**src/rtl/tone_pkg.sv**
```systemverilog
// Shared note codes, tone frequencies and period helpers for the tone
// generator / tone detector pair.
package tone_pkg;

  typedef logic [3:0] note_t;

  localparam note_t NOTE_SILENT = 4'd0;
  localparam note_t NOTE_C      = 4'd1;
  localparam note_t NOTE_D      = 4'd2;
  localparam note_t NOTE_E      = 4'd3;
  localparam note_t NOTE_F      = 4'd4;
  localparam note_t NOTE_G      = 4'd5;
  localparam note_t NOTE_A      = 4'd6;
  localparam note_t NOTE_AS     = 4'd7;
  localparam note_t NOTE_B      = 4'd8;
  localparam note_t NOTE_C5     = 4'd9;
  localparam note_t NOTE_UNK    = 4'd15;

  // Tone frequencies in Hz, identical to the ones the generator plays.
  localparam int FREQ_C  = 262;
  localparam int FREQ_D  = 294;
  localparam int FREQ_E  = 330;
  localparam int FREQ_F  = 349;
  localparam int FREQ_G  = 392;
  localparam int FREQ_A  = 440;
  localparam int FREQ_AS = 466;
  localparam int FREQ_B  = 494;
  localparam int FREQ_C5 = 523;

  localparam int PERIOD_W = 18;

  typedef enum logic [1:0] {
    S_SILENT,
    S_ARMED,
    S_TRACK
  } det_state_t;

  // Nominal tone period in clock cycles, truncated.
  function automatic int nom_period(int clk_hz, int freq);
    return clk_hz / freq;
  endfunction

  // Frequency belonging to a legal note code; 1 keeps the divide safe.
  function automatic int note_freq(note_t code);
    case (code)
      NOTE_C:  return FREQ_C;
      NOTE_D:  return FREQ_D;
      NOTE_E:  return FREQ_E;
      NOTE_F:  return FREQ_F;
      NOTE_G:  return FREQ_G;
      NOTE_A:  return FREQ_A;
      NOTE_AS: return FREQ_AS;
      NOTE_B:  return FREQ_B;
      NOTE_C5: return FREQ_C5;
      default: return 1;
    endcase
  endfunction

endpackage

```
**src/rtl/tone_detector_if.sv**
```systemverilog
// Tone input plus the decoded note outputs of the tone detector.
interface tone_detector_if;
  import tone_pkg::*;

  logic                tone_in;
  note_t               note;
  logic                note_valid;
  logic                note_change;
  logic [PERIOD_W-1:0] period;

  modport master (
    output tone_in,
    input  note,
    input  note_valid,
    input  note_change,
    input  period
  );

  modport slave (
    input  tone_in,
    output note,
    output note_valid,
    output note_change,
    output period
  );

endinterface

```
**src/rtl/tone_detector_classifier.sv**
```systemverilog
// Maps a measured tone period onto a note code; anything outside every
// tolerance window is reported as unknown.
module period_classifier
  import tone_pkg::*;
#(
  parameter int CLK_HZ    = 12000000,
  parameter int TOL_SHIFT = 6
) (
  input  logic [PERIOD_W-1:0] i_period,
  output note_t               o_code
);

  function automatic note_t classify(logic [PERIOD_W-1:0] p);
    note_t code;
    int    pv;
    int    nom;
    int    tol;
    code = NOTE_UNK;
    pv   = int'(p);
    for (int k = 1; k <= 9; k++) begin
      nom = nom_period(CLK_HZ, note_freq(note_t'(k)));
      tol = nom >> TOL_SHIFT;
      if ((pv >= nom - tol) && (pv <= nom + tol)) begin
        code = note_t'(k);
      end
    end
    return code;
  endfunction

  assign o_code = classify(i_period);

endmodule

```
**src/rtl/tone_detector.sv**
```systemverilog
// Measures the rising-edge period of an asynchronous square-wave tone,
// classifies it and reports a debounced note code.
module tone_detector
  import tone_pkg::*;
#(
  parameter int CLK_HZ         = 12000000,
  parameter int TIMEOUT_CYCLES = 120000,
  parameter int STABLE_COUNT   = 4,
  parameter int TOL_SHIFT      = 6
) (
  input logic            clk,
  input logic            rst_n,
  tone_detector_if.slave bus
);

  localparam logic [PERIOD_W-1:0] CNT_MAX   = PERIOD_W'(TIMEOUT_CYCLES - 1);
  localparam logic [3:0]          MATCH_MAX = 4'(STABLE_COUNT);

  logic                r_sync1;
  logic                r_sync2;
  logic                r_sync3;
  logic                w_rise;
  logic                w_timeout;
  logic                w_capture;
  logic [PERIOD_W-1:0] r_cnt;
  logic [PERIOD_W-1:0] w_capPeriod;
  note_t               w_code;

  det_state_t          r_state;
  note_t               r_note;
  note_t               r_lastCode;
  logic [3:0]          r_matchCnt;
  logic                r_noteValid;
  logic                r_noteChange;
  logic [PERIOD_W-1:0] r_period;

  // Two-stage synchronizer plus a delay stage for rising-edge detection.
  always_ff @(posedge clk or negedge rst_n) begin
    if (!rst_n) begin
      r_sync1 <= 1'b0;
      r_sync2 <= 1'b0;
      r_sync3 <= 1'b0;
    end else begin
      r_sync1 <= bus.tone_in;
      r_sync2 <= r_sync1;
      r_sync3 <= r_sync2;
    end
  end

  assign w_rise = r_sync2 & ~r_sync3;

  // Cycles since the last rising edge, parked at the timeout value.
  always_ff @(posedge clk or negedge rst_n) begin
    if (!rst_n) begin
      r_cnt <= '0;
    end else if (w_rise) begin
      r_cnt <= '0;
    end else if (r_cnt != CNT_MAX) begin
      r_cnt <= r_cnt + PERIOD_W'(1);
    end
  end

  assign w_timeout   = (r_cnt == CNT_MAX) && !w_rise;
  assign w_capPeriod = r_cnt + PERIOD_W'(1);
  assign w_capture   = w_rise && (r_state != S_SILENT);

  period_classifier #(
    .CLK_HZ    (CLK_HZ),
    .TOL_SHIFT (TOL_SHIFT)
  ) u_classifier (
    .i_period (w_capPeriod),
    .o_code   (w_code)
  );

  // Tracking FSM, capture/debounce and the registered note outputs.
  always_ff @(posedge clk or negedge rst_n) begin
    if (!rst_n) begin
      r_state      <= S_SILENT;
      r_note       <= NOTE_SILENT;
      r_lastCode   <= NOTE_SILENT;
      r_matchCnt   <= '0;
      r_noteValid  <= 1'b0;
      r_noteChange <= 1'b0;
      r_period     <= '0;
    end else begin
      r_noteChange <= 1'b0;

      case (r_state)
        S_SILENT: begin
          if (w_rise) begin
            r_state <= S_ARMED;
          end
        end
        S_ARMED, S_TRACK: begin
          if (w_rise) begin
            r_state <= S_TRACK;
          end else if (w_timeout) begin
            r_state <= S_SILENT;
          end
        end
        default: r_state <= S_SILENT;
      endcase

      if (w_timeout && (r_state != S_SILENT)) begin
        r_note       <= NOTE_SILENT;
        r_noteValid  <= 1'b0;
        r_matchCnt   <= '0;
        r_noteChange <= (r_note != NOTE_SILENT);
      end else begin
        if (w_capture) begin
          r_period <= w_capPeriod;
          if (w_code == r_lastCode) begin
            if (r_matchCnt < MATCH_MAX) begin
              r_matchCnt <= r_matchCnt + 4'd1;
            end
          end else begin
            r_lastCode <= w_code;
            r_matchCnt <= 4'd1;
          end
        end
        if ((r_matchCnt == MATCH_MAX) && (r_lastCode != r_note) && !r_noteChange) begin
          r_note       <= r_lastCode;
          r_noteValid  <= (r_lastCode >= NOTE_C) && (r_lastCode <= NOTE_C5);
          r_noteChange <= 1'b1;
        end
      end
    end
  end

  assign bus.note        = r_note;
  assign bus.note_valid  = r_noteValid;
  assign bus.note_change = r_noteChange;
  assign bus.period      = r_period;

endmodule
```
**src/flat_wrapper.sv**
```systemverilog
// flat-port wrapper written by rule: the top's interface ports become plain ports
module tone_detector_flat import tone_pkg::*;
#(
  parameter int CLK_HZ         = 12000000,
  parameter int TIMEOUT_CYCLES = 120000,
  parameter int STABLE_COUNT   = 4,
  parameter int TOL_SHIFT      = 6
)
  (clk, rst_n, bus_tone_in, bus_note, bus_note_valid, bus_note_change, bus_period);
  tone_detector_if bus_i ();
  input logic clk;
  input logic rst_n;
  input wire logic [$bits(bus_i.tone_in)-1:0] bus_tone_in;
  output wire logic [$bits(bus_i.note)-1:0] bus_note;
  output wire logic [$bits(bus_i.note_valid)-1:0] bus_note_valid;
  output wire logic [$bits(bus_i.note_change)-1:0] bus_note_change;
  output wire logic [$bits(bus_i.period)-1:0] bus_period;
  assign bus_i.tone_in = bus_tone_in;
  assign bus_note = bus_i.note;
  assign bus_note_valid = bus_i.note_valid;
  assign bus_note_change = bus_i.note_change;
  assign bus_period = bus_i.period;
  tone_detector #(.CLK_HZ(CLK_HZ), .TIMEOUT_CYCLES(TIMEOUT_CYCLES), .STABLE_COUNT(STABLE_COUNT), .TOL_SHIFT(TOL_SHIFT)) u_core (.clk(clk), .rst_n(rst_n), .bus(bus_i));
endmodule
```
**config.mk**
```make
export PLATFORM = sky130hd
export DESIGN_NAME = tone_detector_flat
export DESIGN_NICKNAME = d
export VERILOG_FILES = /design/src/rtl/tone_pkg.sv /design/src/rtl/tone_detector_if.sv /design/src/rtl/tone_detector_classifier.sv /design/src/rtl/tone_detector.sv /design/src/flat_wrapper.sv
export SDC_FILE = /design/constraint.sdc
export NUM_CORES = 1
export LEC_CHECK = 0
export ABC_CLOCK_PERIOD_IN_PS = 6600
export CAP_MARGIN = 20
export CELL_PAD_IN_SITES_DETAIL_PLACEMENT = 0
export CELL_PAD_IN_SITES_GLOBAL_PLACEMENT = 1
export CORE_AREA = 2 2 90 92
export CTS_CLUSTER_SIZE = 16
export DETAILED_ROUTE_END_ITERATION = 16
export DIE_AREA = 0 0 92 94
export PLACE_DENSITY_LB_ADDON = 0.1
export SETUP_SLACK_MARGIN = 0.5
export SLEW_MARGIN = 20
export SYNTH_ARGS = -nofsm -noshare
export SYNTH_HDL_FRONTEND = slang
export SYNTH_HIERARCHICAL = 1
export SYNTH_SLANG_ARGS = --single-unit
```
**constraint.sdc**
```tcl
create_clock -name clk -period 6.6 [get_ports clk]
set_input_delay 0.66 -clock clk [delete_from_list [all_inputs] [get_ports clk]]
set_output_delay 0.66 -clock clk [all_outputs]
set_load 0.005 [all_outputs]
```
Yosys cells after proc, flatten, opt, wreduce, memory -nomap -nowiden
Cells that the tools add are included.
{"block": "word_totals", "register_bits": 55, "inputBits": 3, "output_inout_bits": 24}
{"block": "op_classes", "add_sub_neg": 2, "order_cmp": 21, "n_eq_ne": 10, "n_mux": 25, "n_bitwise": 4, "n_reduce_logical": 28}
{"operator": ">= comparator 18 x 15 -> 1 bit (second input constant)", "n": 5}
{"operator": "less-or-equal comparator 18 x 15 -> 1 bit (second input constant)", "n": 5}
{"operator": ">= comparator 18 x 16 -> 1 bit (second input constant)", "n": 4}
{"operator": "less-or-equal comparator 18 x 16 -> 1 bit (second input constant)", "n": 4}
{"operator": "two-way mux 4 bit", "n": 15}
{"operator": "two-way mux 18 bit", "n": 2}
{"operator": "adder 18 x 1 -> 18 bit (second input constant)", "n": 1}
{"operator": "== test 18 x 17 -> 1 bit (second input constant)", "n": 1}
{"operator": "!= test 18 x 17 -> 1 bit (second input constant)", "n": 1}
{"operator": "logical AND 1 bit", "n": 15}
{"operator": "nonzero test 2 bit", "n": 4}
{"operator": "two-way mux 2 bit", "n": 3}
{"operator": "AND reduction 2 bit", "n": 3}
{"operator": "adder 4 x 1 -> 4 bit (second input constant)", "n": 1}
{"operator": "== test 4 x 3 -> 1 bit (second input constant)", "n": 1}
{"operator": "== test 4 bit", "n": 1}
{"operator": ">= comparator 4 x 1 -> 1 bit (second input constant)", "n": 1}
{"operator": "less-or-equal comparator 4 bit (second input constant)", "n": 1}
{"operator": "less-than comparator 4 x 3 -> 1 bit (second input constant)", "n": 1}
{"operator": "two-way mux 1 bit", "n": 4}
{"operator": "!= test 4 bit", "n": 1}
{"operator": "case mux 2 bit (2 select lines)", "n": 1}
{"operator": "nonzero test 4 bit", "n": 1}
{"operator": "!= test 3 x 1 -> 1 bit (second input constant)", "n": 1}
{"operator": "other kinds (10)", "n": 13}

Depth between registers and ports, before layout
Gate-level depths: netlist (run 1).
{"block": "depth", "ltp_word": 16, "ltp_mapped": 17, "depth_no_buf": 15}

Modules after synthesis
Netlist (run 1), hierarchy kept.
{"mod": "tone_detector", "instances": 1, "cells_each": 262, "area_each_um2": 2603.7}
{"mod": "period_classifier", "instances": 1, "cells_each": 172, "area_each_um2": 1011.0}

Worst setup path before layout (run 1)
OpenSTA, ideal clock, no wires.
{"block": "synth_timing", "path_kind": "reg2reg", "startpoint": "register u_core.r_cnt[0]", "endpoint": "register u_core.r_matchCnt[0]", "setup_ns": 0.121, "arrival_ns": 3.948, "t_required_ns": 6.479, "setup_slack_ns": 2.531, "stages_incl_launch_ff": 16, "synth_period_minus_slack_ns": 4.069, "path_cell_list": "dfrtp_1 ha_1 and4_2 nand4_1 xor2_1 inv_1 or4b_1 or4b_1 or4_1 a311oi_1 nand2b_1 nor4_1 xor2_1 nor4_1 nor2_1 o22a_1"}
{"block": "synth_via", "elab_chain_cells": 16}
{"element": "start, declared", "line": "tone_detector.sv:25", "source": "logic [PERIOD_W-1:0] r_cnt;"}
{"element": "start signal, assigned", "line": "tone_detector.sv:59", "source": "r_cnt <= r_cnt + PERIOD_W'(1);"}
{"element": "adder 18 x 1 -> 18 bit (*)", "line": "tone_detector.sv:64", "source": "assign w_capPeriod = r_cnt + PERIOD_W'(1);"}
{"element": "via u_core.w_capPeriod[8]", "line": "tone_detector.sv:26", "source": "logic [PERIOD_W-1:0] w_capPeriod;"}
{"element": ">= comparator 18 x 16 -> 1 bit / less-or-equal comparator 18 x 16 -> 1 bit (equally long branches)", "line": "tone_detector_classifier.sv:23", "source": "if ((pv >= nom - tol) && (pv <= nom + tol)) begin"}
{"element": "logical AND 1 bit", "line": "tone_detector_classifier.sv:23"}
{"element": "two-way mux 4 bit (8 in series)", "line": "tone_detector_classifier.sv:23"}
{"element": "two-way mux 4 bit (*)", "line": "tone_detector_classifier.sv:23"}
{"element": "via u_core.w_code[3]", "line": "tone_detector.sv:27", "source": "note_t w_code;"}
{"element": "== test 4 bit (*)", "line": "tone_detector.sv:112", "source": "if (w_code == r_lastCode) begin"}
{"element": "two-way mux 4 bit", "line": "tone_detector.sv:112"}
{"element": "two-way mux 4 bit", "line": "tone_detector.sv:110", "source": "if (w_capture) begin"}
{"element": "two-way mux 4 bit", "line": "tone_detector.sv:104", "source": "if (w_timeout && (r_state != S_SILENT)) begin"}
{"element": "end signal, assigned", "line": "tone_detector.sv:114", "source": "r_matchCnt <= r_matchCnt + 4'd1;"}
{"element": "end, declared", "line": "tone_detector.sv:32", "source": "logic [3:0] r_matchCnt;"}
Mark *: on every way through the listed nets, which the timed path passes. The rest lies on a longest branch. The select of a mux whose other input is x is not followed.
A chain may end at the register's enable or synchronous reset.

Worst setup path in the final report (run 1)
Ends and elaborated chain as after synthesis.

==> metrics.txt, run 1 <==
maximum vdd drop around 170 µV; # rows 32; CP most frequent cell nor4_1; Post-Route WL roughly 9700 µm; vias per inst approximately 6.3; IO buf count 26; Worst-Margin Slew 931 ps; Post-CTS Resized 0; most frequent cells in the layout dfrtp_1, nand2_1, o21ai_0; routed wl met3 642 µm; Synth area leaders dfrtp_1, o21ai_0, nand2_1; Rel. slew slack a little under two fifths; EDFF count, synth 0; Final min period 4890 ps; dominant synthesized flop cell dfrtp_1; Hold Crit Class reg -> reg; register area share after synthesis 38.1%; crit path DAT about 5100 ps; CTS Buf Count 5; die height 94 µm; Crit path max-delay family simple AND/OR/NAND/NOR gates; CP max stage cell nor2_1; CP max FO 13; initial antenna violation count 0; Final GP Congestion 0.976; GRT Total Usage 23.6%; RSZ-0062 raised after global routing no; Syn Inst Count 434; # H-tree levels 2; number of max-cap violations 0; Mean Syn Cell Area 8.33 µm²; total vias in the final route 3405; initial DRC count between 200 and 250; number of global-route vias before repair 3177; Inst Count DP around 540; root buffer cell clkbuf_8; I/O pin total 27; Yosys top cell area share 38.1%; P per Cell Area 252 nW/µm²; largest net degree at the start of global routing 56; Diodes inserted 0; Final Hold Viols 0; Largest stage delay, worst path between 600 and 700 ps; Finished Layout Cells 543; Clock Sink Count 55; synth unique cells 62; critical-path cell list ha_1, nand4_1, nor4_1, xnor2_1, inv_1, nor2_1, nand3_1, or4_1, a311oi_1, nand2b_1, nor4_1, xor2_1, nor4_1, nor2_1, o22a_1; first-pass GRT wire length ~16000 µm; Setup TNS 0 ps; Worst EP required 6800 ps; commonest non-fill, non-tap cell in the layout dfrtp_1; Fill cells 722; effective utilization at floorplan 47.5%; Leakage 1.68 nW; layout cells sized above 1 5.67%; clock latency on the worst-skew pair 310 ps; Post-CTS Setup Inserts 0; core area 7610 µm²; fin util 52.5%; clock skew 6.09 ps; residual DRC count 0; CTS clk-pin slew, worst paths 100 ps; wire length on met2 roughly 4400 µm; Syn-to-layout area delta 10.4%; Die W 92 µm; fin crit share between 70% and 80%; Top Layer Used met4; syn_nets between 400 and 500; Max clock buf depth 2; #FFs+latches synth 55; post-DP HPWL 6780 µm; Avg WL per Cell 17.9 µm; CP startpoint kind flip-flop; Mapped Area 3610 µm²; r2r setup slk 1710 ps; async set or reset register ratio after synthesis 100%; Final Cell Area 3990 µm²; Buf/Inv on CP 1; max-slew violation count 0; endpoint class of the critical path flip-flop; synth warn 6; full die area 8650 µm²; f_max 205 MHz; Setup CP Type reg -> reg; Yosys top cell by area dfrtp_1; # hold bufs at CTS 0; status complete, no violations; M1 WL 4460 µm; Final nets ~450; gr ovfl total 0; Final Hold Slack around 360 ps; DRT Pass-1 Iters 7; Routed Antenna Nets 0; CTS tree done; DP Area 3890 µm²; # setup viols final 0
per-layer routing:
metal | vias up | track usage, %
met5 | - | 0
met1 | 1631 | 33.3
li1 | 1590 | -
met4 | 0 | 7.34
met3 | 23 | 3.69
met2 | 161 | 37.4
registers in the layout, summed over array words and instances, names as in the netlist:
register / cells
u_core/bus.note: 4
u_core/bus.period: 18
u_core/r_state: 2
u_core/r_sync2: 1
u_core/bus.note_valid: 1
u_core/bus.note_change: 1
u_core/r_lastCode: 4
u_core/r_matchCnt: 4
u_core/r_sync3: 1
u_core/r_sync1: 1
u_core/r_cnt: 18
final timing paths:
kind,startpoint,to,depth (start not counted)
min in group asynchronous,rst_n,u_core/r_state[0]$_DFFE_PN0P_,2
min,u_core/r_sync1$_DFF_PN0_,u_core/r_sync2$_DFF_PN0_,0
max,u_core/r_cnt[0]$_DFFE_PN0P_,u_core/r_matchCnt[0]$_DFFE_PN0P_,15
max reg2reg,u_core/r_cnt[0]$_DFFE_PN0P_,u_core/r_matchCnt[0]$_DFFE_PN0P_,15
min reg2reg,u_core/r_sync1$_DFF_PN0_,u_core/r_sync2$_DFF_PN0_,0
max in group asynchronous,rst_n,u_core/r_lastCode[0]$_DFFE_PN0P_,2
through the flow:
stage,power [mW],setup WS [ps]
6_report,1.01,1710
3_5_place_dp,0.814,1790
4_1_cts,1.01,1770
3_3_place_gp,0.818,1860
5_1_grt,1.08,1310
2_1_floorplan,0.692,2530
final cells by class:
| cell class | instances | area (µm²) | share of cell area (%) |
|---|---|---|---|
| Multi-Input combinational cell | 324 | 2030 | 51.0 |
| Sequential cell | 55 | 1380 | 34.5 |
| Timing Repair Buffer | 27 | 263 | 6.59 |
| Tap cell | 102 | 128 | 3.20 |
| Inverter | 27 | 101 | 2.54 |
| Clock buffer | 6 | 72.6 | 1.82 |
| Clock inverter | 2 | 16.3 | 0.408 |
power breakdown:
part           switching, mW  internal [mW]  total, mW
sequential            0.0656          0.396      0.461
clock                  0.115         0.0766      0.192
combinational          0.201          0.152      0.352
total                  0.381          0.624       1.01
synthesized netlist by cell type (3+ instances only):
library cell   n
a21oi_1       13
a311oi_1       3
a31oi_1        5
and4b_1        3
buf_2          4
clkbuf_1      23
dfrtp_1       55
ha_1           5
inv_1         27
mux2i_1        5
nand2_1       52
nand2b_1       7
nand3_1       12
nand4_1       16
nor2_1        30
nor2b_1        5
nor3_1        18
nor3b_1        4
nor4_1        13
o211ai_1       4
o21a_1         5
o21ai_0       42
or3_1          3
or4_1          5
xnor2_1       12
xor2_1        12
cells by family (layout without fill, tap and decap cells):
| family | Yosys count | in the layout | synth area share [%] |
|---|---|---|---|
| simple gates | 190 | 190 | 29.3 |
| flops | 55 | 55 | 38.1 |
| fa+ha+maj | 5 | 5 | 1.73 |
| buf+inv | 55 | 62 | 5.95 |
| xor+xnor | 24 | 24 | 5.82 |
| compound gates | 100 | 100 | 17.7 |
| mux | 5 | 5 | 1.38 |
No activity file was read; power rests on OpenSTA's default activity.
==> run 2: changes to the inputs <==
Settings changed: ABC_CLOCK_PERIOD_IN_PS 6600 to 4900, CORE_AREA 2 2 90 92 to 2 2 93 95, DIE_AREA 0 0 92 94 to 0 0 95 97.
Clock period 6.6 ns to 4.9 ns, I/O delays scaled along.
==> metrics.txt, run 2 (synthesis results as in run 1) <==
status complete, no violations (unchanged); IO buf count 26 (unchanged); f_max 237 MHz (was 205 MHz); Post-Route WL 10200 µm (was 9740 µm); Setup CP Type reg -> reg (unchanged); Syn-to-layout area delta 19.1% (was 10.4%); # rows 33 (was 32); DP Area 4000 µm² (was 3890 µm²); CTS Buf Count 5 (unchanged); Avg WL per Cell 17.9 µm (about the same); clock skew 11.1 ps (was 6.09 ps); RSZ-0062 raised after global routing no (unchanged); crit path DAT 4420 ps (was 5090 ps); reg2reg start u_core/r_cnt[0]$_DFFE_PN0P_ (unchanged); initial antenna violation count 0 (unchanged); # setup viols final 0 (unchanged); Diodes inserted 0 (unchanged); storage element area 1380 µm² (about the same); first-pass GRT wire length 16700 µm (was 16300 µm); P per Cell Area 324 nW/µm² (was 252 nW/µm²); maximum vdd drop 191 µV (was 172 µV); DRT Pass-1 Iters 5 (was 7); I/O pin total 27 (unchanged); Tot Pwr 1.40 mW (was 1.01 mW); post-DP HPWL 7180 µm (was 6780 µm); CTS clk-pin slew, worst paths 110 ps (was 100 ps); RR Endpoint u_core/r_matchCnt[0]$_DFFE_PN0P_ (unchanged); root buffer cell clkbuf_8 (unchanged); initial DRC count 323 (was 212); Worst EP required 5100 ps (was 6800 ps); clock latency on the worst-skew pair 310 ps (about the same); fin crit share 86.1% (was 74.0%); number of global-route vias before repair 3237 (was 3177); Fill cells 781 (was 722); CTS tree done (unchanged); gr ovfl total 0 (unchanged); Final GP Congestion 1.01 (was 0.976); Final Cell Area 4300 µm² (was 3990 µm²); number of max-cap violations 0 (unchanged); most frequent cells in the layout nand2_1, dfrtp_1, o21ai_0 (was dfrtp_1, nand2_1, o21ai_0); endpoint class of the critical path flip-flop (unchanged); Final nets 470 (was 448); area of the multi-input gates 2160 µm² (was 2030 µm²); Hold Crit Class in -> async (was reg -> reg); core area 8130 µm² (was 7610 µm²); # H-tree levels 2 (unchanged); largest net degree at the start of global routing 56 (unchanged); die height 97 µm (was 94 µm); Worst-Margin Slew 929 ps (was 931 ps); Routed Antenna Nets 0 (unchanged); Final min period 4220 ps (was 4890 ps); r2r setup slk 680 ps (was 1710 ps); residual DRC count 0 (unchanged); max-slew violation count 0 (unchanged); Rel. slew slack 38.0% (was 37.8%); Final Hold Viols 0 (unchanged); vias per inst 6.25 (was 6.27); r2r worst-path depth 16 (was 15); commonest non-fill, non-tap cell in the layout nand2_1 (was dfrtp_1); Max clock buf depth 2 (unchanged); layout cells sized above 1 16.4% (was 5.67%); Final Hold Slack 285 ps (was 364 ps); total vias in the final route 3549 (was 3405); Setup TNS 0 ps (unchanged); CP startpoint kind flip-flop (unchanged); Leakage 1.81 nW (was 1.68 nW); CP max FO 5 (was 13); Die W 95 µm (was 92 µm); full die area 9220 µm² (was 8650 µm²); effective utilization at floorplan 44.4% (was 47.5%); GRT Total Usage 22.6% (was 23.6%); Clock Sink Count 55 (unchanged)
==> run 2: changes by cell type in the layout (fill, tap and decap cells not counted), moves of 2 or more <==
cell / previous run / this run
inv_1: 27 / 21
buf_4: 1 / 23
xnor2_1: 12 / 9
nor3_1: 18 / 15
nor3_2: 0 / 2
xnor2_2: 0 / 3
nor4_1: 13 / 6
nor4_2: 0 / 7
inv_2: 0 / 6
dfrtp_2: 0 / 5
dfrtp_1: 55 / 50
==> run 2: layer usage <==
| metal | global-route usage [%] | routed length, µm |
|---|---|---|
| met5 | 0 | 0 |
| met4 | 7.80 | 333 |
| met3 | 3.50 | 733 |
| met2 | 32.9 | 4570 |
| met1 | 34.0 | 4540 |
==> run 2: report_power, final <==
group | internal, mW | switching (mW)
sequential | 0.534 | 0.0933
clock | 0.120 | 0.158
combinational | 0.213 | 0.277
total | 0.867 | 0.528
==> run 2: critical path, cell delays in order (launching register included) <==
cell and delay, ps:
dfrtp_2 430, ha_2 240, nand4_1 90, buf_4 180, nor4_2 310, xnor2_2 200, inv_1 130, or2_2 320
or3_1 360, or4_1 400, a32o_1 220, o311ai_0 170, nor3_2 130, xor2_1 180, nor4_2 370, nor2_1 140
o22a_1 220
==> run 2: metrics by stage <==
step / setup WS, ps / std cells / utilization, %
CTS: 511 / 560 / 50.8
detailed placement: 331 / 552 / 49.2
global placement: 426 / 552 / 49.2
finish: 680 / 568 / 52.9
floorplan: 831 / 434 / -
global route: 431 / 568 / 52.9
==> run 2: cell type report <==
class                           count  area share (%)
Sequential cell                    55            32.1
Clock inverter                      2           0.465
Tap cell                          105            3.05
Inverter                           27            2.35
Timing Repair Buffer               49            9.94
Multi-Input combinational cell    324            50.1
Clock buffer                        6            1.92
==> run 2: how the worst max path moves through the flow <==
stage	slack [ps]	from	endpoint
3_3_place_gp	430	u_core/r_cnt[5]$_DFFE_PN0P_	u_core/r_matchCnt[0]$_DFFE_PN0P_
3_5_place_dp	330	u_core/r_cnt[5]$_DFFE_PN0P_	u_core/r_matchCnt[0]$_DFFE_PN0P_
6_report	680	u_core/r_cnt[0]$_DFFE_PN0P_	u_core/r_matchCnt[0]$_DFFE_PN0P_
4_1_cts	510	u_core/r_cnt[2]$_DFFE_PN0P_	u_core/r_matchCnt[3]$_DFFE_PN0P_
5_1_grt	430	u_core/r_cnt[0]$_DFFE_PN0P_	u_core/r_matchCnt[0]$_DFFE_PN0P_
2_1_floorplan	830	u_core/r_cnt[0]$_DFFE_PN0P_	u_core/r_matchCnt[0]$_DFFE_PN0P_
==> run 2: what timing repair did <==
item	CTS	global route
buffers inserted	0	8
resized for setup	6	27
pin swaps	0	4
endpoints found under the setup margin	4	4
hold endpoints to repair	0	0
hold buffers	0	0
